## config.mk

```make
export PLATFORM = sky130hd
export DESIGN_NAME = sys_bridge_n_flat
export DESIGN_NICKNAME = d
export VERILOG_FILES = /design/src/rtl/sys_bridge_n_pkg.sv /design/src/rtl/sys_bridge_n_if.sv /design/src/rtl/sys_addr_decode.sv /design/src/rtl/sys_bridge_n.sv /design/src/flat_wrapper.sv
export SDC_FILE = /design/constraint.sdc
export NUM_CORES = 1
export LEC_CHECK = 0
export ABC_AREA = 1
export CAP_MARGIN = 10
export CORE_AREA = 2 2 154 156
export CTS_BUF_LIST = sky130_fd_sc_hd__clkbuf_8
export CTS_CLUSTER_DIAMETER = 80
export DETAILED_ROUTE_END_ITERATION = 8
export DIE_AREA = 0 0 156 158
export GPL_ROUTABILITY_DRIVEN = 0
export HOLD_SLACK_MARGIN = 0.1
export PLACE_DENSITY = 0.52
export SLEW_MARGIN = 10
export SYNTH_ARGS = -nofsm -noshare
export SYNTH_HDL_FRONTEND = slang
export SYNTH_SLANG_ARGS = --single-unit
export TNS_END_PERCENT = 100
```

## constraint.sdc

```tcl
create_clock -name clk -period 1.5 [get_ports clk]
set_input_delay 0.375 -clock clk [delete_from_list [all_inputs] [get_ports clk]]
set_output_delay 0.375 -clock clk [all_outputs]
set_load 0.01 [all_outputs]
```

## src/rtl/sys_bridge_n_pkg.sv

```systemverilog
`default_nettype none
// ============================================================================
// Module      : sys_bridge_n_pkg
// Description : Shared types and constants for the sys_bridge_n bridge:
//               transaction-state encodings, the data word type and the
//               base/mask pairs of the standard device map.
// Revision    : 1.0 - initial release
// ============================================================================
package sys_bridge_n_pkg;

    // Transaction state encodings (explicit 2-bit width)
    localparam logic [1:0] c_ST_IDLE   = 2'd0;
    localparam logic [1:0] c_ST_ACCESS = 2'd1;
    localparam logic [1:0] c_ST_RESP   = 2'd2;

    typedef enum logic [1:0] {
        S_IDLE   = c_ST_IDLE,
        S_ACCESS = c_ST_ACCESS,
        S_RESP   = c_ST_RESP
    } state_t;

    // Processor data word
    typedef logic [31:0] word_t;

    // Standard map: data memory, timer0, timer1
    localparam logic [15:0] c_DM_BASE   = 16'h0000;
    localparam logic [15:0] c_DM_MASK   = 16'hC000;
    localparam logic [15:0] c_TIM0_BASE = 16'h7F00;
    localparam logic [15:0] c_TIM0_MASK = 16'hFFF0;
    localparam logic [15:0] c_TIM1_BASE = 16'h7F10;
    localparam logic [15:0] c_TIM1_MASK = 16'hFFF0;

endpackage
`default_nettype wire

```

## src/rtl/sys_bridge_n_if.sv

```systemverilog
`default_nettype none
// ============================================================================
// Module      : sys_bridge_n_if
// Description : Bus bundle between the processor data port, the bridge and
//               the N memory-mapped devices.
//               pr_*   : processor request / response
//               dev_*  : latched device bus, per-device read data/ack/irq
//               hw_int : registered interrupt vector to CP0
//               modport slave  - the bridge
//               modport master - the processor + device side
// Revision    : 1.0 - initial release
// ============================================================================
interface sys_bridge_n_if #(
    parameter int N_DEV  = 7,
    parameter int ADDR_W = 16,
    parameter int DATA_W = 32
);
    logic                    pr_req;
    logic                    pr_we;
    logic [ADDR_W-1:0]       pr_addr;
    logic [3:0]              pr_be;
    logic [DATA_W-1:0]       pr_wd;
    logic [DATA_W-1:0]       pr_rd;
    logic                    pr_ready;
    logic                    pr_err;
    logic [ADDR_W-1:0]       dev_addr;
    logic [3:0]              dev_be;
    logic [DATA_W-1:0]       dev_wd;
    logic                    dev_we;
    logic [N_DEV-1:0]        dev_sel;
    logic [N_DEV*DATA_W-1:0] dev_rd;
    logic [N_DEV-1:0]        dev_ack;
    logic [N_DEV-1:0]        dev_irq;
    logic [5:0]              hw_int;

    modport slave (
        input  pr_req, pr_we, pr_addr, pr_be, pr_wd,
        output pr_rd, pr_ready, pr_err,
        output dev_addr, dev_be, dev_wd, dev_we, dev_sel,
        input  dev_rd, dev_ack, dev_irq,
        output hw_int
    );

    modport master (
        output pr_req, pr_we, pr_addr, pr_be, pr_wd,
        input  pr_rd, pr_ready, pr_err,
        input  dev_addr, dev_be, dev_wd, dev_we, dev_sel,
        output dev_rd, dev_ack, dev_irq,
        input  hw_int
    );
endinterface
`default_nettype wire

```

## src/rtl/sys_addr_decode.sv

```systemverilog
`default_nettype none
// ============================================================================
// Module      : sys_addr_decode
// Description : Combinational priority base/mask address decoder. Channel i
//               matches when (addr & mask_i) == base_i; when several channels
//               match, the lowest index wins.
//               i_addr : address to decode
//               o_sel  : one-hot channel select (all zero on miss)
//               o_hit  : at least one channel matched
// Revision    : 1.0 - initial release
// ============================================================================
module sys_addr_decode #(
    parameter int                      N_DEV    = 7,
    parameter int                      ADDR_W   = 16,
    parameter logic [N_DEV*ADDR_W-1:0] DEV_BASE = '0,
    parameter logic [N_DEV*ADDR_W-1:0] DEV_MASK = '1
) (
    input  wire logic [ADDR_W-1:0] i_addr,
    output logic      [N_DEV-1:0]  o_sel,
    output logic                   o_hit
);

    logic [N_DEV-1:0] w_match;

    generate
        for (genvar i = 0; i < N_DEV; i++) begin : g_match
            assign w_match[i] =
                ((i_addr & DEV_MASK[i*ADDR_W +: ADDR_W]) == DEV_BASE[i*ADDR_W +: ADDR_W]);
        end
    endgenerate

    // First match scanning upward claims the select; later matches are masked.
    always_comb begin
        o_sel = '0;
        o_hit = 1'b0;
        for (int i = 0; i < N_DEV; i++) begin
            if (w_match[i] && !o_hit) begin
                o_sel[i] = 1'b1;
                o_hit    = 1'b1;
            end
        end
    end

endmodule
`default_nettype wire

```

## src/rtl/sys_bridge_n.sv

```systemverilog
`default_nettype none
// ============================================================================
// Module      : sys_bridge_n
// Description : Registered core-to-device bridge. Latches a processor request,
//               decodes it onto one of N_DEV device channels and waits for
//               that channel's acknowledge (wait states allowed), then returns
//               a one-cycle pr_ready with read data and an error flag.
//               Device irq lines 0..5 are registered into hw_int.
//               clk   : system clock, rising edge
//               reset : synchronous, active-high
//               bus   : sys_bridge_n_if.slave (processor and device signals)
// Options     : SYS_BRIDGE_TIMEOUT_EN - abort an ACCESS after TIMEOUT cycles
//               without acknowledge (pr_err=1, pr_rd=0).
// Revision    : 1.0 - initial release
// ============================================================================
module sys_bridge_n
    import sys_bridge_n_pkg::*;
#(
    parameter int                      N_DEV    = 7,
    parameter int                      ADDR_W   = 16,
    parameter int                      DATA_W   = 32,
    parameter logic [N_DEV*ADDR_W-1:0] DEV_BASE = {N_DEV{{ADDR_W{1'b0}}}},
    parameter logic [N_DEV*ADDR_W-1:0] DEV_MASK = {N_DEV*ADDR_W{1'b1}},
    parameter int                      TIMEOUT  = 15
) (
    input  wire logic       clk,
    input  wire logic       reset,
    sys_bridge_n_if.slave   bus
);

    state_t              r_state;
    state_t              w_next;

    logic [ADDR_W-1:0]   r_addr;
    logic [3:0]          r_be;
    logic [DATA_W-1:0]   r_wd;
    logic                r_we;
    logic [N_DEV-1:0]    r_sel;
    logic [DATA_W-1:0]   r_rd;
    logic                r_err;
    logic [5:0]          r_hw_int;

    logic [N_DEV-1:0]    w_dec_sel;
    logic                w_dec_hit;
    logic                w_latch;
    logic                w_rsp_load;
    logic [DATA_W-1:0]   w_rsp_rd;
    logic                w_rsp_err;
    logic                w_ack_sel;
    logic [DATA_W-1:0]   w_rd_mux;
    logic [5:0]          w_irq_in;
    logic                w_unused;

    sys_addr_decode #(
        .N_DEV    (N_DEV),
        .ADDR_W   (ADDR_W),
        .DEV_BASE (DEV_BASE),
        .DEV_MASK (DEV_MASK)
    ) u_decode (
        .i_addr (bus.pr_addr),
        .o_sel  (w_dec_sel),
        .o_hit  (w_dec_hit)
    );

    // Only the selected channel's acknowledge counts.
    assign w_ack_sel = |(bus.dev_ack & r_sel);

    // One-hot AND-OR read mux over the selected channel.
    always_comb begin
        w_rd_mux = '0;
        for (int i = 0; i < N_DEV; i++) begin
            w_rd_mux = w_rd_mux | (bus.dev_rd[i*DATA_W +: DATA_W] & {DATA_W{r_sel[i]}});
        end
    end

`ifdef SYS_BRIDGE_TIMEOUT_EN
    localparam int                c_TMO_W    = (TIMEOUT > 1) ? $clog2(TIMEOUT) : 1;
    localparam logic [c_TMO_W-1:0] c_TMO_LAST = c_TMO_W'(TIMEOUT - 1);

    // Counts ACCESS cycles without acknowledge; zero in the first ACCESS cycle.
    logic [c_TMO_W-1:0] r_tmo_cnt;

    always_ff @(posedge clk) begin
        if (reset || (r_state != S_ACCESS)) begin
            r_tmo_cnt <= '0;
        end else if (!w_ack_sel) begin
            r_tmo_cnt <= r_tmo_cnt + c_TMO_W'(1);
        end
    end
`endif

    // Next-state and response-capture logic
    always_comb begin
        w_next     = r_state;
        w_latch    = 1'b0;
        w_rsp_load = 1'b0;
        w_rsp_rd   = '0;
        w_rsp_err  = 1'b0;
        case (r_state)
            S_IDLE: begin
                if (bus.pr_req) begin
                    w_latch = 1'b1;
                    if (w_dec_hit) begin
                        w_next = S_ACCESS;
                    end else begin
                        // Decode miss: answer directly, no device is touched.
                        w_next     = S_RESP;
                        w_rsp_load = 1'b1;
                        w_rsp_err  = 1'b1;
                    end
                end
            end
            S_ACCESS: begin
                if (w_ack_sel) begin
                    // Read data is captured on writes as well.
                    w_next     = S_RESP;
                    w_rsp_load = 1'b1;
                    w_rsp_rd   = w_rd_mux;
                end
`ifdef SYS_BRIDGE_TIMEOUT_EN
                else if (r_tmo_cnt == c_TMO_LAST) begin
                    w_next     = S_RESP;
                    w_rsp_load = 1'b1;
                    w_rsp_err  = 1'b1;
                end
`endif
            end
            S_RESP: begin
                w_next = S_IDLE;
            end
            default: begin
                w_next = S_IDLE;
            end
        endcase
    end

    always_ff @(posedge clk) begin
        if (reset) begin
            r_state  <= S_IDLE;
            r_addr   <= '0;
            r_be     <= '0;
            r_wd     <= '0;
            r_we     <= 1'b0;
            r_sel    <= '0;
            r_rd     <= '0;
            r_err    <= 1'b0;
            r_hw_int <= '0;
        end else begin
            r_state  <= w_next;
            r_hw_int <= w_irq_in;
            if (w_latch) begin
                r_addr <= bus.pr_addr;
                r_be   <= bus.pr_be;
                r_wd   <= bus.pr_wd;
                r_we   <= bus.pr_we;
                r_sel  <= w_dec_sel;
            end
            if (w_rsp_load) begin
                r_rd  <= w_rsp_rd;
                r_err <= w_rsp_err;
            end
        end
    end

    // Channels 6 and above have no interrupt line into CP0.
    generate
        for (genvar i = 0; i < 6; i++) begin : g_irq
            if (i < N_DEV) begin : g_conn
                assign w_irq_in[i] = bus.dev_irq[i];
            end else begin : g_tie
                assign w_irq_in[i] = 1'b0;
            end
        end
    endgenerate

    // Upper irq lines and TIMEOUT (default build) are intentionally not consumed.
    assign w_unused = ^{bus.dev_irq, (TIMEOUT == 0)};

    assign bus.dev_addr = r_addr;
    assign bus.dev_be   = r_be;
    assign bus.dev_wd   = r_wd;
    assign bus.dev_we   = (r_state == S_ACCESS) & r_we;
    assign bus.dev_sel  = (r_state == S_ACCESS) ? r_sel : '0;
    assign bus.pr_ready = (r_state == S_RESP);
    assign bus.pr_rd    = r_rd;
    assign bus.pr_err   = r_err;
    assign bus.hw_int   = r_hw_int;

endmodule
`default_nettype wire

```

## src/flat_wrapper.sv

```systemverilog
// flat-port wrapper written by rule: the top's interface ports become plain ports
module sys_bridge_n_flat import sys_bridge_n_pkg::*;
#(
    parameter int                      N_DEV    = 7,
    parameter int                      ADDR_W   = 16,
    parameter int                      DATA_W   = 32,
    parameter logic [N_DEV*ADDR_W-1:0] DEV_BASE = {N_DEV{{ADDR_W{1'b0}}}},
    parameter logic [N_DEV*ADDR_W-1:0] DEV_MASK = {N_DEV*ADDR_W{1'b1}},
    parameter int                      TIMEOUT  = 15
)
  (clk, reset, bus_pr_req, bus_pr_we, bus_pr_addr, bus_pr_be, bus_pr_wd, bus_pr_rd, bus_pr_ready, bus_pr_err, bus_dev_addr, bus_dev_be, bus_dev_wd, bus_dev_we, bus_dev_sel, bus_dev_rd, bus_dev_ack, bus_dev_irq, bus_hw_int);
  sys_bridge_n_if #(.N_DEV(N_DEV), .ADDR_W(ADDR_W), .DATA_W(DATA_W)) bus_i ();
  input  wire logic clk;
  input  wire logic reset;
  input wire logic [$bits(bus_i.pr_req)-1:0] bus_pr_req;
  input wire logic [$bits(bus_i.pr_we)-1:0] bus_pr_we;
  input wire logic [$bits(bus_i.pr_addr)-1:0] bus_pr_addr;
  input wire logic [$bits(bus_i.pr_be)-1:0] bus_pr_be;
  input wire logic [$bits(bus_i.pr_wd)-1:0] bus_pr_wd;
  output wire logic [$bits(bus_i.pr_rd)-1:0] bus_pr_rd;
  output wire logic [$bits(bus_i.pr_ready)-1:0] bus_pr_ready;
  output wire logic [$bits(bus_i.pr_err)-1:0] bus_pr_err;
  output wire logic [$bits(bus_i.dev_addr)-1:0] bus_dev_addr;
  output wire logic [$bits(bus_i.dev_be)-1:0] bus_dev_be;
  output wire logic [$bits(bus_i.dev_wd)-1:0] bus_dev_wd;
  output wire logic [$bits(bus_i.dev_we)-1:0] bus_dev_we;
  output wire logic [$bits(bus_i.dev_sel)-1:0] bus_dev_sel;
  input wire logic [$bits(bus_i.dev_rd)-1:0] bus_dev_rd;
  input wire logic [$bits(bus_i.dev_ack)-1:0] bus_dev_ack;
  input wire logic [$bits(bus_i.dev_irq)-1:0] bus_dev_irq;
  output wire logic [$bits(bus_i.hw_int)-1:0] bus_hw_int;
  assign bus_i.pr_req = bus_pr_req;
  assign bus_i.pr_we = bus_pr_we;
  assign bus_i.pr_addr = bus_pr_addr;
  assign bus_i.pr_be = bus_pr_be;
  assign bus_i.pr_wd = bus_pr_wd;
  assign bus_pr_rd = bus_i.pr_rd;
  assign bus_pr_ready = bus_i.pr_ready;
  assign bus_pr_err = bus_i.pr_err;
  assign bus_dev_addr = bus_i.dev_addr;
  assign bus_dev_be = bus_i.dev_be;
  assign bus_dev_wd = bus_i.dev_wd;
  assign bus_dev_we = bus_i.dev_we;
  assign bus_dev_sel = bus_i.dev_sel;
  assign bus_i.dev_rd = bus_dev_rd;
  assign bus_i.dev_ack = bus_dev_ack;
  assign bus_i.dev_irq = bus_dev_irq;
  assign bus_hw_int = bus_i.hw_int;
  sys_bridge_n #(.N_DEV(N_DEV), .ADDR_W(ADDR_W), .DATA_W(DATA_W), .DEV_BASE(DEV_BASE), .DEV_MASK(DEV_MASK), .TIMEOUT(TIMEOUT)) u_core (.clk(clk), .reset(reset), .bus(bus_i));
endmodule
```

==> flow_summary.yaml, run 1 <==
run_status:
  outcome: "complete, but fails checks"
  violations: "setup timing"
detailed_routing:
  avgRoutedWirePerCell_um: 13.7
  initialDrtViolationCount: 123
  first_pass_iters: 4
  routed-via-count: 3520
  detail_route.vias_per_cell: 3.75
  antenna_left: 0
  total_drc_errors_in_the_routed_layout: 0
  wl_mm: 12.8
setup_path:
  element_type_at_the_critical_path_start: "register"
  end_kind: "output port"
  cp_data_required_time_ns: 1.12
  worst_ep_arrival_ns: 1.15
  crit_fanout: 3
  worst-setup-path-type: "reg -> out"
sta:
  min_period_over_period_pct: 102
  maxSlewViolCount: 0
  hold_viol: 0
  timing.hold.ws_ns: 0.406
  achievable_frequency_mhz: 655
  period_needed_ns: 1.53
  fin_tns_setup_ns: -0.0386
  setup-violations-final: 2
  rsz0062_at_grt: "yes"
  setup_ws_ns: -0.0256
  finClkSkew_ns: 0.0129
synth:
  post-synth-top-area-fraction_pct: 50.4
  synthesis.yosys.warnings: 0
  cell_count_after_synthesis: 439
  synth_enable_flop_cells: 0
  post_synth_num_cell_types: 26
  synth.area.top_cells: "sky130_fd_sc_hd__dfxtp_1, sky130_fd_sc_hd__nor2_1, sky130_fd_sc_hd__nand3_2, sky130_fd_sc_hd__a21oi_2, sky130_fd_sc_hd__o21ai_0"
  asyncSetResetFlopFracSynth_pct: 0
  syn-mean-instance-area_um2: 8.60
  ff_latch_count_synth: 95
  post_synthesis_instance_area_um2: 3770
  ys_seq_area_share_pct: 50.4
  postSynth.topFlopCell: "sky130_fd_sc_hd__dfxtp_1"
  synthDominantAreaCellType: "sky130_fd_sc_hd__dfxtp_1"
die:
  chipWidth_um: 156
  core_area_um2: 23100
  io_pins: 394
  die_ar_um2: 24600
  floorplan.initialDensity_pct: 16.4
  dieHeight_um: 158
  core.rowCount: 56
final_layout:
  fillerInstances: 2520
  finalCoreUtilization_pct: 27.4
  layout.cells.most_common_list: "sky130_fd_sc_hd__nor2_1, sky130_fd_sc_hd__clkdlybuf4s50_1, sky130_fd_sc_hd__dfxtp_1"
  final_common_cell: "sky130_fd_sc_hd__nor2_1"
  layoutNonFillerInstCount: 939
  finalInstanceArea_um2: 6310
  design.final.nets: 933
  layout-area-overhead-vs-synth_pct: 67.1
  drive_gt1_share_pct: 19.7
clocking:
  clkTransAtPathRegs_ns: 0.11
  post_cts.repair.setup_buffers: 0
  cts_sinks: 95
  clk_path_buf_depth: 2
  clock_latency_ns: 0.38
  cts_tree: "done"
  ctsRootBufferMaster: "sky130_fd_sc_hd__clkbuf_8"
  ctsHtreeMaxLevel: 3
  numCtsBuffers: 9
  cts_hold_buf: 0
  cts_repair_resize_count: 113
hold_path:
  worstHoldPathType: "in -> reg"
power:
  fin_total_pwr_mw: 5.52
  power.density_cell_area_nw_per_um2: 876
  power_leakage_nw: 2.63
  vdd_drop_max_uv: 391
placed_design:
  dp.cells: 918
  placed_cell_area_um2: 6170
  detailed_place_hpwl_mm: 9.44
  placement.setup.worst_slack_ns: -0.350
  buffer_ports.inserted: 188
job:
  cap_violations: 0
global_route:
  total_grt_usage_pct: 10.5
  grt_remaining_overflow: 0
  grt_max_degree: 55
  global_route_wire_length_before_repair_mm: 19.4
  antenna_found_initial: 6
  grt_pass1_vias: 3385
## worst max-delay path: stages (launching register included)
cell and delay [ns]:
sky130_fd_sc_hd__dfxtp_2 0.35, sky130_fd_sc_hd__inv_2 0.05, sky130_fd_sc_hd__nor2_4 0.08, sky130_fd_sc_hd__inv_2 0.06, sky130_fd_sc_hd__nor2_2 0.08, sky130_fd_sc_hd__buf_4 0.14
## synthesized netlist by cell type (5+ instances only)
master	count
sky130_fd_sc_hd__buf_2	6
sky130_fd_sc_hd__nor2_1	121
sky130_fd_sc_hd__dfxtp_1	95
sky130_fd_sc_hd__nand3_1	5
sky130_fd_sc_hd__nand3_2	29
sky130_fd_sc_hd__a21oi_2	28
sky130_fd_sc_hd__o21ai_1	6
sky130_fd_sc_hd__inv_1	10
sky130_fd_sc_hd__buf_4	9
sky130_fd_sc_hd__clkbuf_1	11
sky130_fd_sc_hd__a21oi_1	8
sky130_fd_sc_hd__o21ai_0	47
sky130_fd_sc_hd__nand2_1	42
## metal layers
| layer | vias to the layer above | share of wire, % | track usage [%] |
|---|---|---|---|
| met2 | 168 | 37 | 13.8 |
| met1 | 1525 | 47 | 13.5 |
| met5 | - | 0.23 | 0 |
| met3 | 15 | 15 | 7.58 |
| li1 | 1808 | - | - |
| met4 | 4 | 0.91 | 2.49 |
## sequential cells by signal, indices dropped and copies added, names as in the netlist
register,cells
u_core.bus.dev_addr,16
u_core.r_sel,1
u_core.bus.pr_rd,32
u_core.r_state,2
u_core.bus.hw_int,6
u_core.bus.pr_err,1
u_core.bus.dev_be,4
u_core.bus.dev_wd,32
u_core.r_we,1
## worst paths after layout
path / to / depth (start not counted) / slack [ns] / startpoint
worst max-delay path: bus_dev_sel[0] / 5 / -0.03 / u_core.r_state[0]
worst min-delay path: u_core.bus.pr_rd[3] / 3 / 0.41 / reset
worst max register to register: u_core.bus.pr_rd[4] / 9 / 0.13 / u_core.r_state[0]
worst min register to register: u_core.bus.pr_rd[25] / 2 / 0.47 / u_core.bus.pr_rd[25]
## area by class of cell
type                            count  area (um^2)  area share [%]
Clock inverter                      5         63.8            1.01
Timing Repair Buffer              220         2150            34.2
Multi-Input combinational cell    298         1600            25.3
Tap cell                          290          363            5.75
Clock buffer                       11          151            2.40
Inverter                           15         61.3           0.972
Antenna cell                        5         12.5           0.198
Sequential cell                    95         1900            30.2
## cell families after synthesis
| group | after synthesis | share of synthesized area (%) |
|---|---|---|
| flops | 95 | 50.4 |
| compound gates | 89 | 14.6 |
| buf+inv | 51 | 8.25 |
| simple gates | 203 | 26.7 |
| other cells | 1 | 0.0993 |
## power breakdown
group / leakage (nW) / internal, mW / switching [mW] / total, mW
Combinational: 1.74 / 0.504 / 0.419 / 0.922
Sequential: 0.781 / 2.64 / 0.0506 / 2.70
Clock: 0.106 / 0.875 / 1.03 / 1.90
Total: 2.63 / 4.02 / 1.50 / 5.52
Note: power is estimated with default switching activity, not from simulation.
==> run 2, diff against run 1 <==
--- a/config.mk
+++ b/config.mk
@@ -6,7 +6,7 @@
 export NUM_CORES = 1
 export LEC_CHECK = 0
 export ABC_AREA = 1
-export CAP_MARGIN = 10
+export CAP_MARGIN = 0
 export CORE_AREA = 2 2 154 156
 export CTS_BUF_LIST = sky130_fd_sc_hd__clkbuf_8
 export CTS_CLUSTER_DIAMETER = 80
==> results of run 2 <==
No change in the layout: final DEF, timing and power equal those of run 1.
==> run 3, diff against run 2 <==
--- a/config.mk
+++ b/config.mk
@@ -14,7 +14,7 @@
 export DIE_AREA = 0 0 156 158
 export GPL_ROUTABILITY_DRIVEN = 0
 export HOLD_SLACK_MARGIN = 0.1
-export PLACE_DENSITY = 0.52
+export PLACE_DENSITY = 0.51
 export SLEW_MARGIN = 10
 export SYNTH_ARGS = -nofsm -noshare
 export SYNTH_HDL_FRONTEND = slang
==> run 3 against run 2 <==
  * The flow still finishes with violations (setup timing)
  * Sequential share of layout area grew 0.41 points
  * Maximum frequency increased by 0.42%
  * Final area fell by 1.3%
  * Total power grew 4.5%
  * Clock-buffer cell count is the same
  * Critical path depth unchanged
  * First-iteration DRC count grew 40%
  * Final cell count fell by 1.2%
  * Die area did not move
  * Via count fell by 1.1%
  * Sequential cell count unchanged
  * Core utilization down 0.35 points
  * Critical path type unchanged
  * Critical endpoint unchanged
  * Largest power group unchanged
==> flow_summary.yaml, run 3 (same netlist as run 1, synthesis figures left out) <==
detailed_routing:
  wl_mm: 13.4
  initialDrtViolationCount: 172
  avgRoutedWirePerCell_um: 14.5
  routed-via-count: 3481
  antenna_left: 0
  first_pass_iters: 4
  total_drc_errors_in_the_routed_layout: 0
  detail_route.vias_per_cell: 3.75
global_route:
  total_grt_usage_pct: 10.7
  grt_remaining_overflow: 0
  antenna_found_initial: 2
  grt_pass1_vias: 3309
  grt_max_degree: 55
  global_route_wire_length_before_repair_mm: 19.8
placed_design:
  placement.setup.worst_slack_ns: -0.388
  detailed_place_hpwl_mm: 9.74
  dp.cells: 908
  buffer_ports.inserted: 188
  placed_cell_area_um2: 6030
power:
  netSwitchingFraction_pct: 25.1
  power_leakage_nw: 2.64
  power.density_cell_area_nw_per_um2: 927
  p_sw_mw: 1.45
  p_clk_share_pct: 37.7
  vdd_drop_max_uv: 390
  combPwrFrac_pct: 15.5
  sequentialPowerShare_pct: 46.7
  fin_total_pwr_mw: 5.77
  power.internal_mw: 4.32
run_status:
  outcome: "complete, but fails checks"
  violations: "setup timing"
clocking:
  clock_latency_ns: 0.37
  cts_sinks: 95
  clk_path_buf_depth: 2
  cts_tree: "done"
  clkTransAtPathRegs_ns: 0.10
  numCtsBuffers: 9
  ctsRootBufferMaster: "sky130_fd_sc_hd__clkbuf_8"
  ctsHtreeMaxLevel: 3
setup_path:
  r2r_slack_ns: 0.14
  element_type_at_the_critical_path_start: "register"
  end_kind: "output port"
  crit_fanout: 3
  cp_data_required_time_ns: 1.12
  worst_ep_arrival_ns: 1.14
  worst-setup-path-type: "reg -> out"
final_layout:
  finalInstanceArea_um2: 6230
  layout-area-overhead-vs-synth_pct: 64.9
  final_common_cell: "sky130_fd_sc_hd__nor2_1"
  register_area_um2: 1910
  multi_input_comb_area_um2: 1600
  layoutNonFillerInstCount: 928
  design.final.nets: 925
  finalCoreUtilization_pct: 27.0
  layout.cells.most_common_list: "sky130_fd_sc_hd__nor2_1, sky130_fd_sc_hd__clkdlybuf4s50_1, sky130_fd_sc_hd__dfxtp_1"
  drive_gt1_share_pct: 19.3
  fillerInstances: 2577
sta:
  setup_ws_ns: -0.0192
  maxSlewViolCount: 0
  min_period_over_period_pct: 101
  finClkSkew_ns: 0.0108
  rsz0062_at_grt: "yes"
  period_needed_ns: 1.52
  achievable_frequency_mhz: 658
  hold_viol: 0
  fin_tns_setup_ns: -0.0192
  timing.hold.ws_ns: 0.358
  setup-violations-final: 1
die:
  floorplan.initialDensity_pct: 16.4
  core_area_um2: 23100
  dieHeight_um: 158
  core.rowCount: 56
  io_pins: 394
  die_ar_um2: 24600
  chipWidth_um: 156
job:
  cap_violations: 0
hold_path:
  worstHoldPathType: "in -> reg"
==> run 3: layout make-up <==
cell class                 count  share of cell area, %
tap                          290                   5.83
timing repair buffer         212                   32.7
antenna                        2                 0.0804
sequential                    95                   30.6
clock buffer                  11                   2.43
clock inverter                 5                   1.67
inverter                      15                   1.02
multi-input combinational    298                   25.7
==> run 3: layer usage <==
| metal | global-route usage [%] | share of wire [%] |
|---|---|---|
| met5 | 0 | 0 |
| met1 | 13.8 | 46 |
| met2 | 14.2 | 38 |
| met3 | 7.45 | 16 |
| met4 | 2.75 | 0.92 |
==> run 3: final timing paths <==
| kind | from | depth (start not counted) | endpoint |
|---|---|---|---|
| max reg2reg | u_core.r_state[0] | 9 | u_core.bus.pr_rd[25] |
| min | bus_pr_addr[15] | 3 | u_core.bus.dev_addr[15] |
| max | u_core.r_state[0] | 5 | bus_dev_sel[0] |
| min reg2reg | u_core.bus.pr_rd[29] | 2 | u_core.bus.pr_rd[29] |
==> run 3: critical path, stage by stage (launching register included) <==
cell and delay, ns:
sky130_fd_sc_hd__dfxtp_2 0.34, sky130_fd_sc_hd__inv_2 0.04, sky130_fd_sc_hd__nor2_4 0.10, sky130_fd_sc_hd__inv_4 0.06
sky130_fd_sc_hd__nor2_4 0.10, sky130_fd_sc_hd__buf_6 0.12
==> run 3: power groups by stage <==
stage	Clock, mW	Combinational (mW)	Sequential [mW]
6_report	2.18	0.897	2.70
5_1_grt	2.39	0.996	2.71
4_1_cts	2.32	0.910	2.70
3_5_place_dp	0	0.988	2.76
3_3_place_gp	0	0.987	2.76
2_1_floorplan	0	0.311	2.82
==> run 3: what timing repair did <==
action                                  4_1_cts  5_1_grt
pin swaps                                     1        5
gates cloned                                  0        1
buffers inserted                              0        1
endpoints found under the setup margin       94       47
hold buffers                                  0        0
resized for setup                           113       21
